[src/rtl/pipe_ctrl.sv]
// Pipeline hazard controller: combines stage stall requests, sequences multi-cycle EX ops, and issues redirect flushes.
// Latency: stall is combinational from the requests; flush/new_pc/mc_busy/mc_done appear the cycle after their trigger.
// Backpressure: mc_start is dropped outside IDLE; flush_req always wins and aborts any multi-cycle op in flight.
module pipe_ctrl #(
    parameter int MC_LEN_W    = 6,
    parameter int STALL_CNT_W = 16
) (
    input  logic                   clk,
    input  logic                   rst,
    input  logic                   stallreq_from_id,
    input  logic                   stallreq_from_ex,
    input  logic                   mc_start,
    input  logic [MC_LEN_W-1:0]    mc_len,
    input  logic                   flush_req,
    input  logic [31:0]            flush_pc,
    output logic [5:0]             stall,
    output logic                   flush,
    output logic [31:0]            new_pc,
    output logic                   mc_busy,
    output logic                   mc_done,
    output logic [STALL_CNT_W-1:0] stall_cnt
);

    typedef enum logic [1:0] {
        IDLE  = 2'd0,
        MC    = 2'd1,
        FLUSH = 2'd2
    } state_t;

    localparam logic [5:0] STALL_ID = 6'b000111;
    localparam logic [5:0] STALL_EX = 6'b001111;

    state_t                state_q, state_d;
    logic [MC_LEN_W-1:0]   mc_cnt_q, mc_cnt_d;
    logic [MC_LEN_W-1:0]   mc_len_eff;
    logic                  last_mc;
    logic [5:0]            mc_stall;

    // A zero length still occupies one MC cycle so mc_done is always seen.
    assign mc_len_eff = (mc_len == '0) ? MC_LEN_W'(1) : mc_len;
    assign last_mc    = (mc_cnt_q == MC_LEN_W'(1));

    always_ff @(posedge clk) begin
        if (rst) begin
            state_q   <= IDLE;
            mc_cnt_q  <= '0;
            new_pc    <= 32'h0000_0000;
            stall_cnt <= '0;
        end else begin
            state_q  <= state_d;
            mc_cnt_q <= mc_cnt_d;
            if (flush_req) begin
                new_pc <= flush_pc;
            end
            if (stall[0] && (stall_cnt != '1)) begin
                stall_cnt <= stall_cnt + 1'b1;
            end
        end
    end

    always_comb begin
        state_d  = state_q;
        mc_cnt_d = mc_cnt_q;
        if (flush_req) begin
            state_d  = FLUSH;
            mc_cnt_d = '0;
        end else begin
            case (state_q)
                IDLE: begin
                    if (mc_start) begin
                        state_d  = MC;
                        mc_cnt_d = mc_len_eff;
                    end
                end
                MC: begin
                    mc_cnt_d = mc_cnt_q - 1'b1;
                    if (last_mc) begin
                        state_d = IDLE;
                    end
                end
                FLUSH:   state_d = IDLE;
                default: begin
                    state_d  = IDLE;
                    mc_cnt_d = '0;
                end
            endcase
        end
    end

    always_comb begin
        flush    = (state_q == FLUSH);
        mc_busy  = (state_q == MC);
        mc_done  = (state_q == MC) && last_mc;
        mc_stall = (mc_busy && !last_mc) ? STALL_EX : 6'b000000;
        stall    = mc_stall;
        if (stallreq_from_id) stall = stall | STALL_ID;
        if (stallreq_from_ex) stall = stall | STALL_EX;
        // Requests are combinational, so reset must mask them explicitly.
        if (rst || flush) stall = 6'b000000;
    end

endmodule

[config.mk]
export PLATFORM = sky130hd
export DESIGN_NAME = pipe_ctrl
export DESIGN_NICKNAME = d
export VERILOG_FILES = /design/src/rtl/pipe_ctrl.sv
export SDC_FILE = /design/constraint.sdc
export NUM_CORES = 1
export LEC_CHECK = 0
export BUFFER_PORTS_ARGS = -buffer_cell sky130_fd_sc_hd__buf_2
export CORE_ASPECT_RATIO = 1.25
export CORE_UTILIZATION = 35
export CTS_CLUSTER_SIZE = 8
export DETAILED_ROUTE_END_ITERATION = 10
export PLACE_DENSITY = 0.67
export SYNTH_ARGS = -nofsm -noshare
export SYNTH_HDL_FRONTEND = slang
export SYNTH_SLANG_ARGS = --single-unit
[constraint.sdc]
create_clock -name clk -period 2.5 [get_ports clk]
set_input_delay 0.25 -clock clk [delete_from_list [all_inputs] [get_ports clk]]
set_output_delay 0.25 -clock clk [all_outputs]
set_load 0.02 [all_outputs]
==> flow_summary.yaml, run 1 <==
routing:
  drtIter0Drc: 87
  drc: 0
  routed.top_layer: "met4"
  vias: 2242
  wl_met1_um: 2459
  vias_per_cell: 4.927
  dr_wl_met3_um: 320
  ant_nets: 0
  met2_length_um: 2435
  wire_per_inst_um: 11.67
  routed_wl_um: 5308
  first_pass_iters: 5
worst_setup_path:
  rrSetupSlack_ns: 0.47
  crit_type: "reg2out"
  cpPeakStageDelay_ns: 0.36
  critPathLaunchType: "flip-flop"
  crit_slowest_cell: "dfxtp_1"
  crit_fanout: 5
  crit_chain: "nor2_1, nand3_1, a21oi_1, a2bb2oi_1, nor2_1, buf_2"
  endpoint_kind: "output port"
  crit_top_cell: "nor2_1"
  required_ns: 2.25
  timing.rr.start: "mc_cnt_q[1]"
  rr_worst_depth: 6
  crit_arrival_ns: 1.79
  rr_endpoint: "stall_cnt[9]"
grt:
  antenna_found_initial: 0
  grt_pass1_wl_um: 8694
  grt_usage_pct: 14.38
  grt_pass1_vias: 1983
  grt_max_degree: 31
  grt_overflow: 0
timing:
  rsz0062_at_grt: "no"
  fmax_mhz: 489.2
  min_period_ns: 2.044
  finalHoldViolations: 0
  period_share_pct: 81.77
  worstMarginPinSlew_ns: 0.7291
  finalSetupTns_ns: 0
  maxSlewViolCount: 0
  skew_ns: 0.01254
  setup_viol: 0
  relSlewSlack_pct: 51.39
synth:
  ys_seq_area_share_pct: 44.93
  synth_ff_type: "dfxtp_1"
  synth_cell_type_count: 45
  synth_area_leader_cell: "dfxtp_1"
  synthCells: 271
  avgSynthCellArea_um2: 9.206
  async_reset_ff_share_pct: 0
  synth-warning-count: 0
  synth_edf_count: 0
  ys_ff_latch: 56
  synth_top_cells_by_area: "dfxtp_1 (45%), mux2i_1 (15%), nor2_1 (8.1%)"
  synthesis.area_um2: 2495
  yosysTopAreaCellShare_pct: 44.93
pwr:
  irDropWorstVdd_mv: 0.3024
  power_w: 0.001856
  total_leakage_power_nw: 1.508
  power.density_nw_per_um2: 586.1
clock_network:
  h-tree-depth: 2
  cts_tree: "yes"
  cts_hold_buf: 0
  cts_buffers: 5
  cts_root_buffer: "clkbuf_8"
  postCtsSetupBuffers: 0
  cts_buffer_depth: 2
  clk_latency_ns: 0.31
  ctsResizeCount: 0
  clk_pin_slew_ns: 0.10
  clock-sinks: 56
layout:
  fillers: 701
  seqCellArea_um2: 1121
  areaGrowthSynthToFinish_pct: 26.93
  antennaDiodeCount: 0
  nets: 411
  multi_input_area_um2: 1266
  drive_gt1_share_pct: 32.33
die:
  die_w_um: 77.52
  start_util_pct: 35.98
  core_area_um2: 6934
  placementRows: 34
  io_pins: 101
  die_h_um: 96.40
  dieArea_um2: 7472
worst_hold_path:
  min_from: "flush_pc[22]"
  hold_class: "in2reg"
  worstHoldPathCells: 3
  holdPathEnd: "new_pc[22]"
outcome:
  status: "completed"
place:
  port_buffers: 98
  post-dp-hpwl_um: 3905
  gp_congestion: 0.8645
job:
  maxCapViolCount: 0
through the flow:
stage | cell area, µm² | utilization (%) | worst slack, ns | hold slack, ns | cells
2_1_floorplan | 2499 | - | 0.6129 | 0.3973 | 272
3_3_place_gp | 3050 | 43.99 | 0.5278 | 0.4677 | 447
3_5_place_dp | 3050 | 43.99 | 0.4702 | 0.4804 | 447
4_1_cts | 3167 | 45.67 | 0.4357 | 0.1489 | 455
5_1_grt | 3167 | 45.67 | 0.2767 | 0.1541 | 455
6_report | 3167 | 45.67 | 0.4557 | 0.1655 | 455
logic make-up after synthesis:
logic type	after synthesis	share of synthesized area, %
multiplexers	38	15.30
flip-flops	56	44.93
AO/OA/AOI/OAI	39	11.28
adder cells (fa/ha/maj)	3	1.505
AND/OR/NAND/NOR	105	20.61
XOR/XNOR	5	1.755
buffers and inverters	24	4.464
other	1	0.1503
cell type report:
type	count	share of cell area, %
Clock buffer	5	2.173
Clock inverter	3	1.501
Inverter	6	0.7112
Multi-Input combinational cell	192	39.98
Sequential cell	56	35.40
Tap cell	90	3.556
Timing Repair Buffer	103	16.67
power breakdown:
| part | switching [W] | internal, W |
|---|---|---|
| logic | 0.000169 | 0.000119 |
| registers | 0.0000267 | 0.000931 |
| clock network | 0.000308 | 0.000302 |
cells in the final DEF (no fill, tap or decap), drive strengths merged, types with 2 or more instances in the layout:
cell     count
buf        103
dfxtp       56
nor2        54
mux2i       37
a21oi       15
nand2       11
nand3        9
inv          6
xor2         5
clkbuf       5
or3          4
nor3         4
o21ai        4
nor2b        3
or4          3
and4         3
and3         3
o311ai       3
o41ai        3
ha           3
or2          3
a2bb2oi      2
nand3b       2
o211ai       2
o31ai        2
nand4        2
conb         2
clkinv       2
o22ai        2
per-layer routing:
metal | track usage (%) | vias to the layer above
met5 | 0 | -
met4 | 6.132 | 0
met3 | 2.911 | 7
met2 | 24.78 | 72
met1 | 17.48 | 1033
li1 | - | 1130
Yosys cell counts (4+ instances only):
cell type / instances
dfxtp_1: 56
nor2_1: 54
mux2i_1: 37
a21oi_1: 15
clkbuf_1: 11
nand2_1: 11
nand3_1: 9
inv_1: 6
buf_4: 5
xor2_1: 5
or3_1: 4
worst max path at each step:
stage / start / to / slack, ns / cells after the start
finish: mc_cnt_q[2] / stall[3] / 0.46 / 6
global route: mc_cnt_q[2] / stall[3] / 0.28 / 6
CTS: mc_cnt_q[2] / stall[3] / 0.44 / 6
detailed placement: mc_cnt_q[1] / stall_cnt[9] / 0.47 / 6
global placement: mc_cnt_q[1] / stall_cnt[9] / 0.53 / 6
floorplan: state_q[1] / stall_cnt[1] / 0.61 / 7
sequential cells by signal (all words and copies together) (netlist names):
name,flops
stall_cnt,16
new_pc,32
state_q,2
mc_cnt_q,6
critical path: cells and delay by family, from the launching register on:
family	cells	cell delay, ns
simple gates	3	0.56
compound gates	2	0.41
flops	1	0.36
buf+inv	1	0.17
(Power assumes the default switching activity.)
==> run 2, diff against run 1 <==
--- a/config.mk
+++ b/config.mk
@@ -5,12 +5,13 @@
 export SDC_FILE = /design/constraint.sdc
 export NUM_CORES = 1
 export LEC_CHECK = 0
+export ABC_AREA = 1
 export BUFFER_PORTS_ARGS = -buffer_cell sky130_fd_sc_hd__buf_2
 export CORE_ASPECT_RATIO = 1.25
 export CORE_UTILIZATION = 35
 export CTS_CLUSTER_SIZE = 8
 export DETAILED_ROUTE_END_ITERATION = 10
-export PLACE_DENSITY = 0.67
+export PLACE_DENSITY = 0.66
 export SYNTH_ARGS = -nofsm -noshare
 export SYNTH_HDL_FRONTEND = slang
 export SYNTH_SLANG_ARGS = --single-unit
==> constraint.sdc (replaced) <==
create_clock -name clk -period 2 [get_ports clk]
set_input_delay 0.2 -clock clk [delete_from_list [all_inputs] [get_ports clk]]
set_output_delay 0.2 -clock clk [all_outputs]
set_load 0.02 [all_outputs]
==> flow_summary.yaml, run 2 <==
grt:
  grt_max_degree: 33
  grt_pass1_vias: 2411
  grt_overflow: 0
  grt_usage_pct: 16.85
  grt_pass1_wl_um: 10810
  antenna_found_initial: 0
clock_network:
  cts_tree: "yes"
  cts_buffer_depth: 2
  clock-sinks: 56
  postCtsSetupBuffers: 0
  h-tree-depth: 2
  cts_hold_buf: 0
  ctsResizeCount: 0
  clk_latency_ns: 0.31
  cts_buffers: 5
  clk_pin_slew_ns: 0.11
  cts_root_buffer: "clkbuf_8"
synth:
  synth_most_common_cell: "nand2_1"
  synth_ff_type: "dfxtp_1"
  async_reset_ff_share_pct: 0
  synth_cell_type_count: 35
  avgSynthCellArea_um2: 8.289
  ys_seq_area_share_pct: 41.23
  synth_area_leader_cell: "dfxtp_1"
  synthesis.area_um2: 2719
  synth_edf_count: 0
  synth-warning-count: 0
  synthCells: 328
  ys_ff_latch: 56
  synthTopCellsByCount: "nand2_1 (63), dfxtp_1 (56), a22o_1 (32), inv_1 (28), nor2_1 (23)"
  yosysTopAreaCellShare_pct: 41.23
  synth_top_cells_by_area: "dfxtp_1 (41%), a22o_1 (10%), nand2_1 (8.7%)"
die:
  die_w_um: 80.83
  die_h_um: 100.5
  core_area_um2: 7445
  start_util_pct: 36.52
  io_pins: 101
  dieArea_um2: 8127
  placementRows: 35
layout:
  fillers: 751
  final_common_cell: "buf_2"
  final_cell_mix: "buf_2 (98), nand2_1 (63), dfxtp_1 (56), a22o_1 (32), inv_1 (28)"
  nets: 471
  largest_reg_flops: 32
  multi_input_area_um2: 1368
  areaGrowthSynthToFinish_pct: 23.65
  reg.largest.list: "new_pc (32), stall_cnt (16), mc_cnt_q (6)"
  antennaDiodeCount: 0
  seqCellArea_um2: 1121
  top_register: "new_pc"
  fin_cells: 517
  drive_gt1_share_pct: 36.00
place:
  post-place-ws_ns: 0.2325
  dp_cells: 509
  post-dp-hpwl_um: 5129
  gp_congestion: 0.7902
  port_buffers: 98
pwr:
  power.share.clock_pct: 29.4
  combPwrFrac_pct: 15.9
  p_sw_share_pct: 29.23
  switchingPower_w: 0.0006396
  irDropWorstVdd_mv: 0.3259
  seqPwrFrac_pct: 54.7
  total_leakage_power_nw: 1.564
  internal-power_w: 0.001549
  power.density_nw_per_um2: 650.9
  power_w: 0.002188
routing:
  wire_per_inst_um: 13.08
  routed_wl_um: 6763
  vias_per_cell: 4.901
  drc: 0
  drtIter0Drc: 99
  first_pass_iters: 4
  vias: 2534
  ant_nets: 0
worst_setup_path:
  critPathLaunchType: "flip-flop"
  endpoint_kind: "output port"
  required_ns: 1.80
  crit_fanout: 15
  crit_arrival_ns: 1.69
  rr_worst_depth: 9
  crit_type: "reg2out"
timing:
  skew_ns: 0.006428
  fmax_mhz: 528.7
  rsz0062_at_grt: "no"
  period_share_pct: 94.57
  setup_viol: 0
  timing.final.ws_setup_ns: 0.1085
  maxSlewViolCount: 0
  finalSetupTns_ns: 0
  finalHoldViolations: 0
  min_period_ns: 1.891
worst_hold_path:
  worstHoldPathCells: 2
  hold_class: "in2reg"
job:
  maxCapViolCount: 0
outcome:
  status: "completed"
run 2: cell count changes after synthesis, sizes merged, moves of 8 or more:
cell / change
clkbuf: -9
nor2: -26
nand3: +17
nand2: +58
nand4: +9
a21oi: +14
inv: +27
buf: +8
mux2i: -37
o21ai: +8
a22o: +32
run 2: critical path: stages, from the launching register on:
cell,delay [ns]
dfxtp_1,0.40
inv_2,0.12
nor2_2,0.06
nor2_4,0.26
nand2_2,0.11
nand2_4,0.22
buf_2,0.21
run 2: logic make-up after synthesis:
logic type,share of synthesized area [%]
AOI/OAI and AO/OA,20.07
xor gates and xnor gates,0.9666
adders and majority gates,1.381
buffers and inverters,8.698
DFF,41.23
other,0.1379
and+or+nand+nor,27.52
run 2: power by group through the flow:
stage / combinational [W] / clock, W / sequential [W]
floorplan: 0.000187 / 0 / 0.00127
global placement: 0.000344 / 0 / 0.00122
detailed placement: 0.000351 / 0 / 0.00122
CTS: 0.000352 / 0.000665 / 0.00120
global route: 0.000377 / 0.000708 / 0.00120
finish: 0.000348 / 0.000642 / 0.00120
run 2: routing by layer:
layer	global-route usage, %	wire [µm]
met1	19.83	2887
met2	29.93	3498
met3	3.258	232
met4	5.769	144
met5	0	0
run 2: cell type report:
| type | instances | share of cell area [%] |
|---|---|---|
| sequential | 56 | 33.35 |
| inverter | 33 | 3.684 |
| clock buffer | 5 | 2.047 |
| multi-input combinational | 223 | 40.68 |
| clock inverter | 3 | 0.6699 |
| timing repair buffer | 105 | 16.15 |
| tap | 92 | 3.424 |
run 2: stage by stage:
stage                     area (µm²)  hold WS, ns  util (%)
after detailed placement        3271       0.4145     43.93
after global placement          3271       0.4092     43.93
final                           3362      0.08259     45.16
after CTS                       3362      0.07367     45.16
after floorplan                 2723       0.3257         -
after global routing            3362      0.07787     45.16
run 2: worst paths after layout:
check	startpoint	to	slack, ns
worst max-delay path	state_q[1]	stall[1]	0.11
worst min-delay path	flush_pc[29]	new_pc[29]	0.08
worst max register to register	stall_cnt[0]	stall_cnt[7]	0.20
worst min register to register	new_pc[13]	new_pc[13]	0.49
==> run 3, diff against run 2 <==
--- a/config.mk
+++ b/config.mk
@@ -8,6 +8,7 @@
 export ABC_AREA = 1
 export BUFFER_PORTS_ARGS = -buffer_cell sky130_fd_sc_hd__buf_2
 export CORE_ASPECT_RATIO = 1.25
+export CORE_MARGIN = 2
 export CORE_UTILIZATION = 35
 export CTS_CLUSTER_SIZE = 8
 export DETAILED_ROUTE_END_ITERATION = 10
==> flow_summary.yaml, run 3 (synthesized netlist as in run 2, its figures left out) <==
outcome:
  status: "completed"
worst_setup_path:
  timing.rr.start: "stall_cnt[0]"
  crit_arrival_ns: 1.68
  crit_fanout: 15
  critPathLaunchType: "flip-flop"
  rr_endpoint: "stall_cnt[0]"
  rrSetupSlack_ns: 0.17
  required_ns: 1.80
  rr_worst_depth: 9
  crit_type: "reg2out"
  endpoint_kind: "output port"
clock_network:
  ctsResizeCount: 0
  postCtsSetupBuffers: 0
  cts_buffers: 5
  cts_hold_buf: 0
  clk_latency_ns: 0.31
  h-tree-depth: 2
  clk_pin_slew_ns: 0.11
  clock-sinks: 56
  cts_buffer_depth: 2
  cts_root_buffer: "clkbuf_8"
  cts_tree: "yes"
pwr:
  internal-power_w: 0.001552
  total_leakage_power_nw: 1.572
  power.share.clock_pct: 28.9
  p_sw_share_pct: 28.94
  switchingPower_w: 0.0006324
  irDropWorstVdd_mv: 0.3344
  power.density_nw_per_um2: 645.1
  combPwrFrac_pct: 16.3
  seqPwrFrac_pct: 54.8
layout:
  fillers: 778
  final_cell_mix: "buf_2 (98), nand2_1 (63), dfxtp_1 (56), a22o_1 (32), inv_1 (28)"
  largest_reg_flops: 32
  nets: 471
  top_register: "new_pc"
  multi_input_area_um2: 1368
  reg.largest.list: "new_pc (32), stall_cnt (16), mc_cnt_q (6)"
  final_common_cell: "buf_2"
  drive_gt1_share_pct: 36.00
  areaGrowthSynthToFinish_pct: 24.57
  seqCellArea_um2: 1121
  antennaDiodeCount: 0
routing:
  wire_per_inst_um: 13.52
  routed_wl_um: 6991
  drc: 0
  vias_per_cell: 4.917
  ant_nets: 0
  drtIter0Drc: 128
  vias: 2542
  first_pass_iters: 6
die:
  die_w_um: 82.83
  io_pins: 101
  core_area_um2: 7445
  dieArea_um2: 8493
  placementRows: 35
  die_h_um: 102.5
  start_util_pct: 36.52
timing:
  period_share_pct: 94.17
  setup_viol: 0
  rsz0062_at_grt: "no"
  finalSetupTns_ns: 0
  finalHoldViolations: 0
  skew_ns: 0.01302
  maxSlewViolCount: 0
  fmax_mhz: 531.0
  timing.final.ws_setup_ns: 0.1167
  min_period_ns: 1.883
worst_hold_path:
  worstHoldPathCells: 2
  hold_class: "in2reg"
  holdPathEnd: "new_pc[9]"
  min_from: "flush_pc[9]"
grt:
  grt_max_degree: 39
  grt_overflow: 0
  grt_pass1_wl_um: 11370
  grt_pass1_vias: 2435
  grt_usage_pct: 15.96
  antenna_found_initial: 0
job:
  maxCapViolCount: 0
place:
  post-dp-hpwl_um: 5258
  port_buffers: 98
  post-place-ws_ns: 0.2210
  gp_congestion: 0.8074
[run 3: final cells by class]
cell class | instances | share of cell area (%)
multi-input combinational | 223 | 40.38
inverter | 33 | 3.657
clock buffer | 5 | 2.032
clock inverter | 3 | 0.6649
timing repair buffer | 105 | 16.77
sequential | 56 | 33.10
tap | 92 | 3.399
[run 3: through the flow]
step | hold WS [ns] | instance area [µm²] | total power, W | std cells | utilization [%]
5_1_grt | 0.07408 | 3387 | 0.002301 | 517 | 45.50
2_1_floorplan | 0.3257 | 2723 | 0.001458 | 329 | -
3_3_place_gp | 0.4097 | 3296 | 0.001573 | 509 | 44.27
3_5_place_dp | 0.4118 | 3296 | 0.001581 | 509 | 44.27
6_report | 0.09299 | 3387 | 0.002185 | 517 | 45.50
4_1_cts | 0.08382 | 3387 | 0.002214 | 517 | 45.50
[run 3: worst max path at each step]
stage                 start       endpoint  slack [ns]  depth (start not counted)
5_1_grt          state_q[1]       stall[1]        0.02                          6
3_3_place_gp   stall_cnt[0]  stall_cnt[14]        0.29                          9
4_1_cts          state_q[1]       stall[1]        0.10                          6
6_report         state_q[1]       stall[1]        0.12                          6
2_1_floorplan  stall_cnt[0]  stall_cnt[13]        0.34                         10
3_5_place_dp   stall_cnt[0]   stall_cnt[4]        0.22                          9
[run 3: power by group through the flow]
stage	Clock [W]	Combinational [W]	Sequential, W
2_1_floorplan	0	0.000187	0.00127
3_3_place_gp	0	0.000352	0.00122
3_5_place_dp	0	0.000359	0.00122
4_1_cts	0.000657	0.000360	0.00120
5_1_grt	0.000707	0.000389	0.00121
6_report	0.000630	0.000357	0.00120
[run 3: metal layers]
| metal | GRT usage [%] | wire [µm] | vias up |
|---|---|---|---|
| met5 | 0 | 0 | - |
| met4 | 5.170 | 90 | 0 |
| met3 | 2.962 | 292 | 6 |
| met2 | 27.92 | 3534 | 62 |
| met1 | 20.09 | 3073 | 1174 |
| li1 | - | - | 1300 |
[run 3: worst max-delay path, stage by stage, from the launching register on]
cell	delay, ns
dfxtp_1	0.39
inv_2	0.11
nor2_2	0.06
nor2_4	0.27
nand2_2	0.11
nand2_4	0.23
buf_2	0.21
